**src/rtl/mmac_pkg.sv**
```systemverilog
// rtl/mmac_pkg.sv - shared constants, state type and element offset helper for the mmac engine
// Purpose: default dimensions for matrix_mac_seq, its FSM state type and the
//          row-major flattened element offset used by every file of the block.
// Ports:   none (package).
package mmac_pkg;

  localparam int DEF_M_SIZE    = 4;
  localparam int DEF_VAR_WIDTH = 8;
  localparam int DEF_ACC_WIDTH = 32;

  typedef enum logic [1:0] {
    IDLE    = 2'd0,
    COMPUTE = 2'd1,
    DONE    = 2'd2
  } state_t;

  // Bit offset of element (i,j) in a row-major flattened m_size x m_size matrix.
  function automatic int elem_offset(input int i, input int j, input int m_size, input int width);
    return (i * m_size + j) * width;
  endfunction

endpackage

```
**src/rtl/mmac_row.sv**
```systemverilog
// rtl/mmac_row.sv - combinational rank-1 update of one accumulator row
// Purpose: C[i][j] = base[i][j] + a * B[k][j] for every column j of one row.
// Ports:
//   i_a         - scalar A[i][k]
//   i_b_row     - row B[k][*], flattened, column 0 in the low bits
//   i_base_row  - current C[i][*], flattened
//   i_zero_base - treat the base row as zero (first step of an overwrite)
//   o_c_row     - updated C[i][*], wrapped modulo 2^ACC_WIDTH
//   o_carry     - set when any column of this row wrapped
module mmac_row
  import mmac_pkg::*;
#(
  parameter int M_SIZE    = DEF_M_SIZE,
  parameter int VAR_WIDTH = DEF_VAR_WIDTH,
  parameter int ACC_WIDTH = DEF_ACC_WIDTH
) (
  input  logic [VAR_WIDTH-1:0]          i_a,
  input  logic [M_SIZE*VAR_WIDTH-1:0]   i_b_row,
  input  logic [M_SIZE*ACC_WIDTH-1:0]   i_base_row,
  input  logic                          i_zero_base,
  output logic [M_SIZE*ACC_WIDTH-1:0]   o_c_row,
  output logic                          o_carry
);

  logic [M_SIZE-1:0] w_carry;

  for (genvar j = 0; j < M_SIZE; j++) begin : g_col
    logic [2*VAR_WIDTH-1:0] w_prod;
    logic [ACC_WIDTH-1:0]   w_base;
    logic [ACC_WIDTH:0]     w_sum;

    assign w_prod = {{VAR_WIDTH{1'b0}}, i_a} *
                    {{VAR_WIDTH{1'b0}}, i_b_row[elem_offset(0, j, M_SIZE, VAR_WIDTH) +: VAR_WIDTH]};
    assign w_base = i_zero_base ? '0 : i_base_row[elem_offset(0, j, M_SIZE, ACC_WIDTH) +: ACC_WIDTH];
    // One extra bit captures the wrap out of the accumulator width.
    assign w_sum  = {1'b0, w_base} + {{(ACC_WIDTH + 1 - 2*VAR_WIDTH){1'b0}}, w_prod};

    assign o_c_row[elem_offset(0, j, M_SIZE, ACC_WIDTH) +: ACC_WIDTH] = w_sum[ACC_WIDTH-1:0];
    assign w_carry[j] = w_sum[ACC_WIDTH];
  end

  assign o_carry = |w_carry;

endmodule

```
**src/rtl/matrix_mac_seq.sv**
```systemverilog
// rtl/matrix_mac_seq.sv - handshaked sequential matrix multiply-accumulate engine
// Purpose: C = A*B or C = C + A*B using one rank-1 update per cycle; C is held
//          in an internal bank and presented on a valid/ready output.
// Ports:
//   clock, reset          - clock; asynchronous active-low reset
//   in_valid/in_ready     - operand pair handshake
//   acc_mode              - 1 accumulate into C, 0 overwrite C (sampled on accept)
//   matrixA/matrixB       - row-major flattened operand matrices
//   enable                - advances COMPUTE; low freezes it
//   clear                 - zeroes C and overflow while IDLE
//   out_valid/out_ready   - result handshake
//   result                - row-major flattened C
//   overflow              - sticky accumulator wrap flag
module matrix_mac_seq
  import mmac_pkg::*;
#(
  parameter int M_SIZE    = DEF_M_SIZE,
  parameter int VAR_WIDTH = DEF_VAR_WIDTH,
  parameter int ACC_WIDTH = DEF_ACC_WIDTH
) (
  input  logic                                  clock,
  input  logic                                  reset,
  input  logic                                  in_valid,
  output logic                                  in_ready,
  input  logic                                  acc_mode,
  input  logic [M_SIZE*M_SIZE*VAR_WIDTH-1:0]    matrixA,
  input  logic [M_SIZE*M_SIZE*VAR_WIDTH-1:0]    matrixB,
  input  logic                                  enable,
  input  logic                                  clear,
  output logic                                  out_valid,
  input  logic                                  out_ready,
  output logic [M_SIZE*M_SIZE*ACC_WIDTH-1:0]    result,
  output logic                                  overflow
);

  localparam int KW    = $clog2(M_SIZE);
  localparam int ROW_V = M_SIZE * VAR_WIDTH;
  localparam int ROW_A = M_SIZE * ACC_WIDTH;

  state_t                               r_state;
  logic [KW-1:0]                        r_k;
  logic [M_SIZE*M_SIZE*VAR_WIDTH-1:0]   r_a;
  logic [M_SIZE*M_SIZE*VAR_WIDTH-1:0]   r_b;
  logic                                 r_acc_mode;
  logic [M_SIZE*M_SIZE*ACC_WIDTH-1:0]   r_c;
  logic                                 r_overflow;
  logic                                 r_out_valid;

  int                                   w_k;
  logic                                 w_zero_base;
  logic [M_SIZE*M_SIZE*ACC_WIDTH-1:0]   w_c_next;
  logic [M_SIZE-1:0]                    w_row_carry;

  assign w_k = int'(r_k);
  // Overwrite mode discards the previous C only on the first rank-1 step.
  assign w_zero_base = (r_k == '0) && !r_acc_mode;

  for (genvar i = 0; i < M_SIZE; i++) begin : g_row
    mmac_row #(
      .M_SIZE    (M_SIZE),
      .VAR_WIDTH (VAR_WIDTH),
      .ACC_WIDTH (ACC_WIDTH)
    ) u_row (
      .i_a         (r_a[elem_offset(i, w_k, M_SIZE, VAR_WIDTH) +: VAR_WIDTH]),
      .i_b_row     (r_b[elem_offset(w_k, 0, M_SIZE, VAR_WIDTH) +: ROW_V]),
      .i_base_row  (r_c[elem_offset(i, 0, M_SIZE, ACC_WIDTH) +: ROW_A]),
      .i_zero_base (w_zero_base),
      .o_c_row     (w_c_next[elem_offset(i, 0, M_SIZE, ACC_WIDTH) +: ROW_A]),
      .o_carry     (w_row_carry[i])
    );
  end

  always_ff @(posedge clock or negedge reset) begin
    if (!reset) begin
      r_state     <= IDLE;
      r_k         <= '0;
      r_a         <= '0;
      r_b         <= '0;
      r_acc_mode  <= 1'b0;
      r_c         <= '0;
      r_overflow  <= 1'b0;
      r_out_valid <= 1'b0;
    end else begin
      case (r_state)
        IDLE: begin
          // clear has priority over an offered operand pair.
          if (clear) begin
            r_c        <= '0;
            r_overflow <= 1'b0;
          end else if (in_valid) begin
            r_a        <= matrixA;
            r_b        <= matrixB;
            r_acc_mode <= acc_mode;
            r_k        <= '0;
            r_state    <= COMPUTE;
          end
        end
        COMPUTE: begin
          if (enable) begin
            r_c <= w_c_next;
            if (|w_row_carry) begin
              r_overflow <= 1'b1;
            end
            if (r_k == KW'(M_SIZE - 1)) begin
              r_k         <= '0;
              r_state     <= DONE;
              r_out_valid <= 1'b1;
            end else begin
              r_k <= r_k + KW'(1);
            end
          end
        end
        DONE: begin
          if (out_ready) begin
            r_state     <= IDLE;
            r_out_valid <= 1'b0;
          end
        end
        default: begin
          r_state     <= IDLE;
          r_out_valid <= 1'b0;
        end
      endcase
    end
  end

  assign in_ready  = (r_state == IDLE) && !clear;
  assign out_valid = r_out_valid;
  assign result    = r_c;
  assign overflow  = r_overflow;

endmodule

```
**config.mk**
```make
export PLATFORM = sky130hd
export DESIGN_NAME = matrix_mac_seq
export DESIGN_NICKNAME = d
export VERILOG_FILES = /design/src/rtl/mmac_pkg.sv /design/src/rtl/mmac_row.sv /design/src/rtl/matrix_mac_seq.sv
export SDC_FILE = /design/constraint.sdc
export NUM_CORES = 2
export LEC_CHECK = 0
export CAP_MARGIN = 20
export CORE_MARGIN = 5
export CORE_UTILIZATION = 40
export CTS_CLUSTER_SIZE = 24
export DETAILED_ROUTE_END_ITERATION = 8
export PLACE_DENSITY_LB_ADDON = 0.12
export REMOVE_ABC_BUFFERS = 1
export SYNTH_ARGS = -nofsm -noshare
export SYNTH_HDL_FRONTEND = slang
export SYNTH_HIERARCHICAL = 1
export SYNTH_SLANG_ARGS = --single-unit
```
**constraint.sdc**
```tcl
create_clock -name clock -period 7.6 [get_ports clock]
set_input_delay 2.28 -clock clock [delete_from_list [all_inputs] [get_ports clock]]
set_output_delay 2.28 -clock clock [all_outputs]
set_load 0.005 [all_outputs]
```
==> impl_metrics.json <==
{
  "crit_arrival_ns": 8.03,
  "status": "complete, no violations",
  "coreArea_mm2": 0.209,
  "ant_nets": 0,
  "cpMostUsedCell": "fa_1",
  "finalWirelength_mm": 300,
  "yosys.area.top_type_share": 0.232,
  "multi_input_area_mm2": 0.0572,
  "ctsHoldBuffers": 0,
  "synth_area_mm2": 0.0837,
  "tightestPinTransition_ns": 1.21,
  "io_buffers": 777,
  "relSlewSlack": 0.191,
  "rows": 168,
  "grt_pass1_wl_mm": 449,
  "path_class": "register to register",
  "worstPathCellList": "buf_12 -> mux4_2 -> buf_4 -> and2_1 -> fa_1 -> fa_1 -> ha_1 -> inv_1 -> fa_1 -> inv_1 -> ha_1 -> o21ai_0 -> o21ai_1 -> a211oi_2 -> nor3_2 -> o31ai_4 -> and2_4 -> nor4_1 -> or3_1 -> or4_1 -> a31oi_1 -> nor2_1",
  "groute.usage.overall": 0.265,
  "ys_seq_elements": 775,
  "clk_pin_slew_ns": 0.06,
  "cts_buffers": 102,
  "instances_no_fill": 12933,
  "placed_cells": 12701,
  "critPathMaxFanout": 27,
  "worst_skew_pair.late_latency_ns": 0.78,
  "die_w_um": 467,
  "io_pins": 778,
  "slowest_delay_ns": 0.79,
  "fin_crit_sh": 0.970,
  "start_util": 0.401,
  "synthTopCellsByCount": "inv_1 (1384), nand2_1 (1223), fa_1 (800)",
  "hp-class": "register to register",
  "grt.busiest_layer": "met2",
  "gr-total-overflow": 0,
  "slew_violations": 0,
  "dp_hpwl_mm": 215,
  "finalCriticalPeriod_ns": 7.37,
  "critPathLaunchType": "register",
  "synth_cell_types": 114,
  "cts-root-buf": "clkbuf_16",
  "grt_pass1_vias": 71132,
  "drt_iter0_markers": 5291,
  "grtUsageMet2": 0.422,
  "synth_ff_type": "dfrtp_1",
  "die_h_um": 467,
  "drive_above_1_share": 0.0825,
  "cts.sinks": 775,
  "yosysWarningCount": 6,
  "crit_required_ns": 8.26,
  "routedWlPerCell_um": 23.2,
  "drv_cap": 0,
  "first_pass_iters": 6,
  "rrSetupSlack_ns": 0.23,
  "ys_seq_area_frac": 0.232,
  "yosysTopAreaCell": "dfrtp_1",
  "fmax_mhz": 136,
  "synth_most_common_cell": "inv_1",
  "synthArstFlopShare": 1.00,
  "gp_congestion": 0.906,
  "crit_family": "adder cells",
  "cp_num_buf_inv": 4,
  "via_per_inst": 5.42,
  "die_area_mm2": 0.219,
  "setup_violations": 0,
  "synth_edf_count": 0,
  "cp-end-kind": "register",
  "skew_ns": 0.0471,
  "drc_errors": 0,
  "grtUsageMet3": 0.0485,
  "h-tree-depth": 3,
  "area_growth_pct": 18.1,
  "met1_usage": 0.364,
  "crit_slowest_cell": "mux4_2",
  "synthCells": 9474,
  "regArea_mm2": 0.0194,
  "cts_tree": "built",
  "synth_area_leaders": "dfrtp_1 (23%), fa_1 (19%), ha_1 (9.8%)",
  "nNetsFinal": 11752,
  "cts_max_path_buffers": 3,
  "vias": 70117,
  "synth.avg_cell_area_um2": 8.84,
  "grt_max_degree": 228,
  "hold_viol_final": 0,
  "antenna_found_initial": 19,
  "n_fill_cell": 20215
}
worst register-to-register path, delay by kind of cell (launching register included):
kind / cells / cell delay (ns)
AOI/OAI and AO/OA: 5 / 1.44
adders and majority gates: 5 / 2.09
buffers and inverters: 4 / 0.66
DFF: 1 / 0.44
muxes: 1 / 0.91
and+or+nand+nor: 7 / 1.73
state kept, by name, indices dropped and copies added (netlist names):
name and flops:
result 512, r_a 128, r_b 128, r_k 2
r_state 2, out_valid 1, overflow 1, r_acc_mode 1
routing by layer:
layer | vias up | wire length, um
met5 | - | 55
met4 | 8 | 12800
met3 | 369 | 19900
met2 | 2046 | 136000
met1 | 35520 | 131000
li1 | 32174 | -
kinds of logic (layout without fill, tap and decap cells):
group / after synthesis / in the layout / synth area share
and+or+nand+nor: 3367 / 3367 / 0.207
xor gates and xnor gates: 316 / 316 / 0.0331
AOI/OAI and AO/OA: 1270 / 1270 / 0.0936
adders and majority gates: 1458 / 1458 / 0.290
muxes: 366 / 371 / 0.0577
other: 0 / 8 / 0
buffers and inverters: 1922 / 2563 / 0.0871
DFF: 775 / 775 / 0.232
layout make-up:
cell class                      instances  share of cell area
Antenna cell                            8            0.000202
Clock buffer                          136              0.0291
Clock inverter                         57             0.00839
Inverter                             1387              0.0527
Multi-Input combinational cell       6782               0.578
Sequential cell                       775               0.196
Tap cell                             2805              0.0355
Timing Repair Buffer                  983              0.0993
through the flow:
stage | setup TNS (ns) | instance area [um2] | hold WS [ns] | worst slack (ns) | utilization
after floorplan | - | 81600 | 0.475 | -26.05 | -
after global placement | 0 | 94700 | 0.483 | 0.218 | 0.453
after detailed placement | 0 | 94700 | 0.491 | 0.183 | 0.453
after CTS | 0 | 98400 | 0.503 | 0.136 | 0.471
after global routing | -0.0640 | 98900 | 0.513 | -0.0640 | 0.473
final | 0 | 98900 | 0.502 | 0.231 | 0.473
worst paths after layout:
check | from | end | cells after the start
worst max-delay path | r_k[0] | overflow | 22
worst min-delay path | r_b[106] | r_b[106] | 1
worst max register to register | r_k[0] | overflow | 22
worst min register to register | r_b[106] | r_b[106] | 1
max in group asynchronous | reset | result[217] | 2
min in group asynchronous | reset | r_a[105] | 1
timing repair:
action                                  in CTS  in global routing
endpoints found under the setup margin       0                  1
buffers inserted                             0                 26
gates resized for setup                      0                  3
hold endpoints to repair                     0                  0
layout by cell type, fill, tap and decap left out, types with 103 or more instances in the layout:
master / count
a21oi_1: 220
and2_1: 621
buf_4: 167
clkbuf_16: 103
clkdlybuf4s50_1: 775
dfrtp_1: 771
fa_1: 800
ha_1: 658
inv_1: 1384
mux2_2: 273
nand2_1: 1223
nand2b_1: 130
nand3_1: 108
nand4_1: 561
nor2_1: 254
nor2b_1: 239
o21ai_0: 648
xnor2_1: 236
Power is left out: the tool's default activity adds up to more than one toggle a clock period on the data nets, which glitch-free logic cannot reach.
